==> config.mk <==
export PLATFORM = sky130hd
export DESIGN_NAME = coin_acceptor
export DESIGN_NICKNAME = d
export VERILOG_FILES = /design/src/rtl/vending_pkg.sv /design/src/rtl/sync_2ff.sv /design/src/rtl/coin_acceptor.sv
export SDC_FILE = /design/constraint.sdc
export NUM_CORES = 1
export LEC_CHECK = 0
export ABC_AREA = 0
export BUFFER_PORTS_ARGS = -buffer_cell sky130_fd_sc_hd__buf_2
export CAP_MARGIN = 20
export CELL_PAD_IN_SITES_DETAIL_PLACEMENT = 0
export CELL_PAD_IN_SITES_GLOBAL_PLACEMENT = 2
export CORE_UTILIZATION = 34
export CTS_CLUSTER_SIZE = 20
export DETAILED_ROUTE_END_ITERATION = 6
export PLACE_DENSITY = 0.73
export SYNTH_ARGS = -nofsm -noshare
export SYNTH_HDL_FRONTEND = slang
export SYNTH_HIERARCHICAL = 1
export SYNTH_SLANG_ARGS = --single-unit
==> constraint.sdc <==
create_clock -name clk -period 5.8 [get_ports clk]
set_input_delay 0.58 -clock clk [delete_from_list [all_inputs] [get_ports clk]]
set_output_delay 0.58 -clock clk [all_outputs]
set_load 0.005 [all_outputs]
==> src/rtl/vending_pkg.sv <==
// Shared definitions for the vending machine datapath: the coin codes that
// travel on the vending FSM's `in` bus and the coin_acceptor state encoding.
package vending_pkg;

    localparam logic [1:0] COIN_NONE = 2'b00;
    localparam logic [1:0] COIN_5    = 2'b01;
    localparam logic [1:0] COIN_10   = 2'b10;

    typedef enum logic [2:0] {
        CA_IDLE     = 3'd0,
        CA_QUAL     = 3'd1,
        CA_EMIT     = 3'd2,
        CA_WAIT_REL = 3'd3,
        CA_JAM      = 3'd4
    } ca_state_e;

endpackage

==> src/rtl/sync_2ff.sv <==
// Single-bit two-flop synchronizer for an asynchronous sensor line.
module sync_2ff (
    input  logic clk,
    input  logic rst,
    input  logic d,
    output logic q
);

    logic meta_q;
    logic sync_q;

    // Two back-to-back flops; the first may go metastable, the second settles it.
    always_ff @(posedge clk or negedge rst) begin
        if (!rst) begin
            meta_q <= 1'b0;
            sync_q <= 1'b0;
        end else begin
            meta_q <= d;
            sync_q <= meta_q;
        end
    end

    assign q = sync_q;

endmodule

==> src/rtl/coin_acceptor.sv <==
// Coin acceptor front end: synchronizes and debounces the Rs5/Rs10 chute
// sensors, emits one single-cycle coin code per physical coin, detects jammed
// chutes and keeps a saturating credit tally in Rs5 units.
//
// Output handshake: coin_code is a valid strobe with no ready; a nonzero code
// is present for exactly one cycle per coin and the consumer must take it in
// that cycle. coin_total changes on the same edge that raises coin_code.
module coin_acceptor
    import vending_pkg::*;
#(
    parameter int DEBOUNCE_CYCLES = 16,
    parameter int JAM_CYCLES      = 4096,
    parameter int CNT_W           = 8
) (
    input  logic             clk,
    input  logic             rst,
    input  logic             coin5_raw,
    input  logic             coin10_raw,
    input  logic             accept_en,
    input  logic             jam_clr,
    input  logic             tally_clr,
    output logic [1:0]       coin_code,
    output logic             jam,
    output logic [CNT_W-1:0] coin_total,
    output logic [2:0]       dbg_state
);

    // Counter must reach JAM_CYCLES-1, the largest terminal count in use.
    localparam int CW = $clog2(JAM_CYCLES + 1);
    localparam logic [CW-1:0] DEB_LAST = CW'(DEBOUNCE_CYCLES - 1);
    localparam logic [CW-1:0] JAM_LAST = CW'(JAM_CYCLES - 1);
    localparam logic [CW-1:0] CNT_ONE  = CW'(1);

    logic s5;
    logic s10;

    ca_state_e        state_q, state_d;
    logic [CW-1:0]    cnt_q, cnt_d;
    logic             sel10_q, sel10_d;
    logic             hi_run_q, hi_run_d;   // 1: cnt is timing a high run in WAIT_REL
    logic [1:0]       code_q, code_d;
    logic             jam_q, jam_d;
    logic [CNT_W-1:0] total_q, total_d;

    logic             credit;
    logic             s_sel;
    logic             s_oth;
    logic             any_hi;
    logic [CNT_W:0]   credit_amt;
    logic [CNT_W:0]   total_sum;

    sync_2ff u_sync5 (
        .clk (clk),
        .rst (rst),
        .d   (coin5_raw),
        .q   (s5)
    );

    sync_2ff u_sync10 (
        .clk (clk),
        .rst (rst),
        .d   (coin10_raw),
        .q   (s10)
    );

    assign s_sel      = sel10_q ? s10 : s5;
    assign s_oth      = sel10_q ? s5  : s10;
    assign any_hi     = s5 | s10;
    assign credit_amt = {{(CNT_W-1){1'b0}}, sel10_q, ~sel10_q};
    assign total_sum  = {1'b0, total_q} + credit_amt;

    // Next-state, counter, coin code and tally update.
    always_comb begin
        state_d  = state_q;
        cnt_d    = cnt_q;
        sel10_d  = sel10_q;
        hi_run_d = hi_run_q;
        code_d   = COIN_NONE;
        credit   = 1'b0;

        case (state_q)
            CA_IDLE: begin
                cnt_d = '0;
                if ((s5 && s10) || (any_hi && !accept_en)) begin
                    // Simultaneous chutes or disabled acceptance: swallow the coin.
                    state_d  = CA_WAIT_REL;
                    hi_run_d = 1'b1;
                end else if (any_hi) begin
                    state_d = CA_QUAL;
                    sel10_d = s10;
                end
            end

            CA_QUAL: begin
                if (!s_sel || s_oth) begin
                    state_d = CA_IDLE;
                    cnt_d   = '0;
                end else if (!accept_en) begin
                    state_d  = CA_WAIT_REL;
                    cnt_d    = '0;
                    hi_run_d = 1'b1;
                end else if (cnt_q == DEB_LAST) begin
                    state_d = CA_EMIT;
                    cnt_d   = '0;
                    code_d  = sel10_q ? COIN_10 : COIN_5;
                    credit  = 1'b1;
                end else begin
                    cnt_d = cnt_q + CNT_ONE;
                end
            end

            CA_EMIT: begin
                state_d  = CA_WAIT_REL;
                cnt_d    = '0;
                hi_run_d = 1'b1;
            end

            CA_WAIT_REL: begin
                if (any_hi) begin
                    if (!hi_run_q) begin
                        hi_run_d = 1'b1;
                        cnt_d    = CNT_ONE;
                    end else if (cnt_q == JAM_LAST) begin
                        state_d = CA_JAM;
                        cnt_d   = '0;
                    end else begin
                        cnt_d = cnt_q + CNT_ONE;
                    end
                end else begin
                    if (hi_run_q) begin
                        hi_run_d = 1'b0;
                        cnt_d    = CNT_ONE;
                    end else if (cnt_q == DEB_LAST) begin
                        state_d = CA_IDLE;
                        cnt_d   = '0;
                    end else begin
                        cnt_d = cnt_q + CNT_ONE;
                    end
                end
            end

            CA_JAM: begin
                if (jam_clr && !any_hi) begin
                    state_d = CA_IDLE;
                    cnt_d   = '0;
                end
            end

            default: begin
                state_d = CA_IDLE;
                cnt_d   = '0;
            end
        endcase

        jam_d = (state_d == CA_JAM);

        // A clear on the crediting edge wins over the add.
        total_d = total_q;
        if (tally_clr) begin
            total_d = '0;
        end else if (credit) begin
            total_d = total_sum[CNT_W] ? {CNT_W{1'b1}} : total_sum[CNT_W-1:0];
        end
    end

    // State, counter and registered outputs.
    always_ff @(posedge clk or negedge rst) begin
        if (!rst) begin
            state_q  <= CA_IDLE;
            cnt_q    <= '0;
            sel10_q  <= 1'b0;
            hi_run_q <= 1'b0;
            code_q   <= COIN_NONE;
            jam_q    <= 1'b0;
            total_q  <= '0;
        end else begin
            state_q  <= state_d;
            cnt_q    <= cnt_d;
            sel10_q  <= sel10_d;
            hi_run_q <= hi_run_d;
            code_q   <= code_d;
            jam_q    <= jam_d;
            total_q  <= total_d;
        end
    end

    assign coin_code  = code_q;
    assign jam        = jam_q;
    assign coin_total = total_q;
    assign dbg_state  = state_q;

endmodule
### Word level (Yosys, flattened, before mapping)

Cells that the tools add are included.

* RAM bits: 0
* memories kept: 0
* bits in latches: 0
* register bits: 33
* logic and storage cells: 80
* ROM bits: 0
* bits of input ports: 7
* output and inout bits: 14

* $add $sub $neg: 2
* mux-type cells: 40
* eq/ne operators: 11
* div/mod/pow operators: 0
* shift operators: 0
* multipliers: 0
* bitwise gates (word level): 3
* reductions and logical operators: 13
* magnitude comparators: 0

Operators with widths (number)
* 13-bit two-way mux: 8
* 13-bit case mux with 3 select lines: 1
* 3-bit two-way mux: 11
* 8-bit two-way mux: 3
* 3-bit case mux with 5 select lines: 1
* 13-bit by 1-bit adder with 13-bit output, second input constant: 1
* 13-bit by 12-bit == test with 1-bit output, second input constant: 1
* 13-bit by 4-bit == test with 1-bit output, second input constant: 1
* 1-bit two-way mux: 10
* 2-bit two-way mux: 5
* 8-bit by 2-bit adder with 9-bit output: 1
* 2-bit inequality test, second input constant: 4
* 3-bit by 2-bit == test with 1-bit output, second input constant: 2
* 3-bit == test, second input constant: 2
* 1-bit case mux with 4 select lines: 1
* 4-bit AND reduction: 1
* 4-bit nonzero test: 1
* 3-bit by 1-bit == test with 1-bit output, second input constant: 1
* 1-bit logical AND: 3
* 1-bit logical NOT: 3
* 3-bit logical NOT: 1
* 3-bit AND reduction: 1
* 1-bit logical OR: 2
* 1-bit NOT: 2
* 2 further kinds: 2

### Longest topological paths before layout

* depth after elaboration: 7
* gate-level depth with buffers: 9
* depth with buffers taken out: 9

### Hierarchy

The synthesis kept the hierarchy.

By module, submodules not included
* coin_acceptor: seq. area each 725.7 sq um, times used 1, area an instance 1828.0 sq um, cells an instance 204
* sync_2ff: seq. area each 50.0 sq um, times used 2, area an instance 50.0 sq um, cells an instance 2

### Worst setup path before layout

No wires, ideal clock.

* path kind: flip-flop to flip-flop
* from: reg sel10_q
* to: reg total_q[1] (netlist: coin_total[1])
* required time: 5.713 ns
* arrival: 2.124 ns
* setup time: 0.087 ns
* period minus slack after synthesis: 2.210 ns
* cell stages (with the launch flop): 10
* slack: 3.590 ns
* buffers on the path: 0
* path through: dfrtp_1 -> inv_1 -> ha_1 -> inv_1 -> fa_1 -> and3b_1 -> and3_2 -> nand3_1 -> and3_2 -> a211oi_2

* longest elaborated chain between the ends: 6
* elaborated cells between the ends (all ways): 12
* those cells by class: add/sub: 1; mux: 7; bitwise: 1; reduce/logical: 3

RTL lines
* from (decl): RTL line coin_acceptor.sv:39 `logic sel10_q, sel10_d;`
* from (signal assigned): RTL line coin_acceptor.sv:179 `sel10_q <= sel10_d;`
* branches (longest 6 deep; another with 8-bit by 2-bit adder with 9-bit output)
* to (signal assigned): RTL line coin_acceptor.sv:183 `total_q <= total_d;`
* to (decl): RTL line coin_acceptor.sv:43 `logic [CNT_W-1:0] total_q, total_d;`

Several ways; the timed one is not identified. The select of a mux whose other input is x is not followed.
A chain may end at the register's enable or synchronous reset.

### Final worst setup path

* from: reg cnt_q[0]
* to: reg cnt_q[4]

* longest elaborated chain between the ends: 5
* elaborated cells between the ends (all ways): 11
* those cells by class: add/sub: 1; eq/ne: 2; mux: 8

RTL lines
* from (decl): RTL line coin_acceptor.sv:38 `logic [CW-1:0] cnt_q, cnt_d;`
* from (signal assigned): RTL line coin_acceptor.sv:178 `cnt_q <= cnt_d;`
* 13-bit by 1-bit adder with 13-bit output, or another cell as far along: RTL line coin_acceptor.sv:108, coin_acceptor.sv:127, coin_acceptor.sv:137
* 13-bit two-way mux (on tied branches): RTL line coin_acceptor.sv:102, coin_acceptor.sv:133, coin_acceptor.sv:123
* 13-bit two-way mux (on tied branches): RTL line coin_acceptor.sv:130, coin_acceptor.sv:98, coin_acceptor.sv:120
* 13-bit two-way mux (on tied branches): RTL line coin_acceptor.sv:119, coin_acceptor.sv:95
* 13-bit case mux with 3 select lines (*): RTL line coin_acceptor.sv:81 `case (state_q)`

Mark *: on every way between the ends. The rest lies on a longest branch, timed or not.

==> impl_metrics.toml <==
[status]
status = "finished, final reports clean"

[critical_path]
crit_path_max_incr_delay_ns = 0.74
path_common_cell = "nor2_1"
endpoint_kind = "flop"
path_class = "reg -> reg"
crit_chain = "ha_1 > nand3_1 > nor4_1 > nor2_1 > nor2_1 > o211ai_1"
start_kind = "flop"
r2r_setup_slack_ns = 2.91
cp_slowest_cell = "nor4_1"
arrival_ns = 3.03
worstPathMaxFanout = 9
crit_required_ns = 5.94

[sta]
period_minus_slack_ns = 2.89
finalSetupViolCount = 0
fin_setup_tns_ns = 0
fin_crit_sh_pct = 49.8
finalHoldViolCount = 0
fin_ws_ns = 2.91
relSlewSlack_pct = 47.4
rsz0062_at_grt = "no"
tightest_slew_ns = 0.788
max_freq_mhz = 346
drv_slew = 0
finClkSkew_ns = 0.00330
hold_ws_ns = 0.354

[clocking]
cts-root-buf = "clkbuf_8"
cts_sinks = 33
cts-htree-levels = 2
hold_buffers = 0
cts_buffer_depth = 2
clk-insertion-delay-late_ns = 0.29
post_cts_buffers = 0
cts_resized = 0
cts_tree = "yes"
cts_made_buffers = 5
clk_pin_slew_ns = 0.07

[placement]
place_hpwl_mm = 3.25
place_ws_ns = 2.95
gp_congestion = 0.788
io_buffers = 20
place_area_mm2 = 0.00208
place_inst = 293

[power]
leakage_nw = 0.936
irDropWorstVdd_mv = 0.159
power.density_mw_per_mm2 = 299
finalPower_mw = 0.662

[grt]
grt_pass1_vias = 1647
grt_max_degree = 34
antenna_found_initial = 0
track_usage_pct = 16.9
grt-ovfl-total = 0
grt_pass1_wl_mm = 7.95

[drt]
detail_route.first_pass.iterations = 4
drtIter0Drc = 76
wl_per_cell_um = 15.3
drcViolationCount = 0
antenna_left = 0
drt-total-wl_mm = 4.61
vias = 1661
viasPerCell = 5.52

[yosys]
synth-adder-area-share_pct = 3.50
synth_cell_types = 60
synth_simple_gate_area_share_pct = 25.0
synth_compound_area_share_pct = 22.6
netlist_instances = 208
synth_xor_area_share_pct = 0.909
synth_top_family_by_area = "simple AND/OR/NAND/NOR gates"
synth_area_mm2 = 0.00193
synth-async-reset-ratio_pct = 100
muxShareOfSynthArea_pct = 1.17
ys_seq_area_share_pct = 42.8
syn_nets = 219
synth_warnings = 6
yosys_most_used_dff = "dfrtp_1"
ys_ff_latch = 33
synth_edf_count = 0
syn_area_per_cell_um2 = 9.27

[final_layout]
num_antenna_cells = 0
nets = 239
fin_area_mm2 = 0.00221
areaGrowthSynthToFinish_pct = 14.8
postLayoutCoreUtil_pct = 40.4
finalNonFillerCells = 301
drive_above_1_share_pct = 20.1

[hold_path]
worst_hold_path_type = "reg -> reg"

[job]
maxCapViolCount = 0

[floorplanning]
dieArea_mm2 = 0.00598
die_x_um = 77.3
coreArea_mm2 = 0.00547
initial_core_util_pct = 35.2
die_h_um = 77.3
rows = 27
io_pins = 21
## critical path: cells and delay by family, from the launching register on
family                     cells  cell delay [ns]
and+or+nand+nor                4             1.89
DFF                            1             0.43
adders and majority gates      1             0.24
AOI/OAI and AO/OA              1             0.18
## cell usage after synthesis (2+ instances only)
cell	n	share of area [%]
dfrtp_1	33	43
nand2_1	22	4.3
nor2_1	21	4.1
o21ai_0	18	4.7
a21oi_1	10	2.6
inv_1	8	1.6
nor3_1	8	2.1
o31ai_1	7	2.7
a211oi_1	5	1.9
nand3_1	4	1.0
nand4_1	4	1.3
clkbuf_1	3	0.58
ha_1	3	1.9
o211ai_1	3	1.2
a211oi_2	2	1.3
a2bb2oi_1	2	0.91
and2_1	2	0.65
and3_1	2	0.65
and3_2	2	0.78
and3b_1	2	0.91
clkbuf_2	2	0.52
mux2_2	2	1.2
nand2b_1	2	0.65
nor3b_1	2	0.78
o221ai_1	2	0.91
or4_4	2	1.2
xor2_1	2	0.91
## metal layers
metal	global-route usage (%)	share of wire, %	vias up
li1	-	-	812
met1	21.7	47	809
met2	27.1	48	32
met3	4.17	4.0	8
met4	6.79	1.4	0
met5	0	0	-
## state kept, by name (all words and copies together), names as in the netlist
register,count
coin_code,2
u_sync10/meta_q,1
u_sync5/q,1
sel10_q,1
cnt_q,13
jam,1
u_sync10/q,1
coin_total,8
u_sync5/meta_q,1
hi_run_q,1
dbg_state,3
## cells in the final DEF, fill, tap and decap left out, types with 2 or more instances in the layout
| cell type | n |
|---|---|
| ha_1 | 3 |
| and3_2 | 2 |
| nand4_1 | 4 |
| and3b_1 | 2 |
| xor2_1 | 2 |
| and3_1 | 2 |
| buf_2 | 20 |
| o211ai_1 | 3 |
| inv_1 | 8 |
| nor3_1 | 8 |
| bufinv_16 | 2 |
| mux2_2 | 2 |
| o31ai_1 | 7 |
| nand2_1 | 22 |
| or4_4 | 2 |
| o21ai_0 | 18 |
| nor3b_1 | 2 |
| clkbuf_8 | 5 |
| nand2b_1 | 2 |
| a211oi_1 | 5 |
| dfrtp_1 | 33 |
| and2_1 | 2 |
| o221ai_1 | 2 |
| a2bb2oi_1 | 2 |
| a211oi_2 | 2 |
| nand3_1 | 4 |
| a21oi_1 | 10 |
| nor2_1 | 21 |
## report_power, final
group          switching (mW)  internal (mW)
registers              0.0290          0.247
logic                  0.0750         0.0490
clock network          0.0911          0.171
total                   0.195          0.467
## path summary, 6_finish.rpt
| check | start | endpoint | cells after the start |
|---|---|---|---|
| worst max register to register | cnt_q[0] | cnt_q[4] | 6 |
| worst min-delay path | u_sync10/meta_q | u_sync10/q | 0 |
| min in group asynchronous | rst | hi_run_q | 1 |
| worst min register to register | u_sync10/meta_q | u_sync10/q | 0 |
| max in group asynchronous | rst | cnt_q[2] | 1 |
| worst max-delay path | cnt_q[0] | cnt_q[4] | 6 |
## layout make-up
type                    instances  area, um2
clock inverters                 3       65.1
repair buffers                 21        108
fillers                       578       3260
clock buffers                   5       68.8
multi-input cells             159       1030
well taps                      72       90.1
flip-flops and latches         33        826
inverters                       8       30.0
## logic make-up (layout without fill, tap and decap cells)
family	count (synthesis)	after routing
compound gates	64	64
xor+xnor	2	2
fa+ha+maj	5	5
buf+inv	16	37
flops	33	33
mux	2	2
simple gates	86	86
Power figures use the tool's default switching activity.
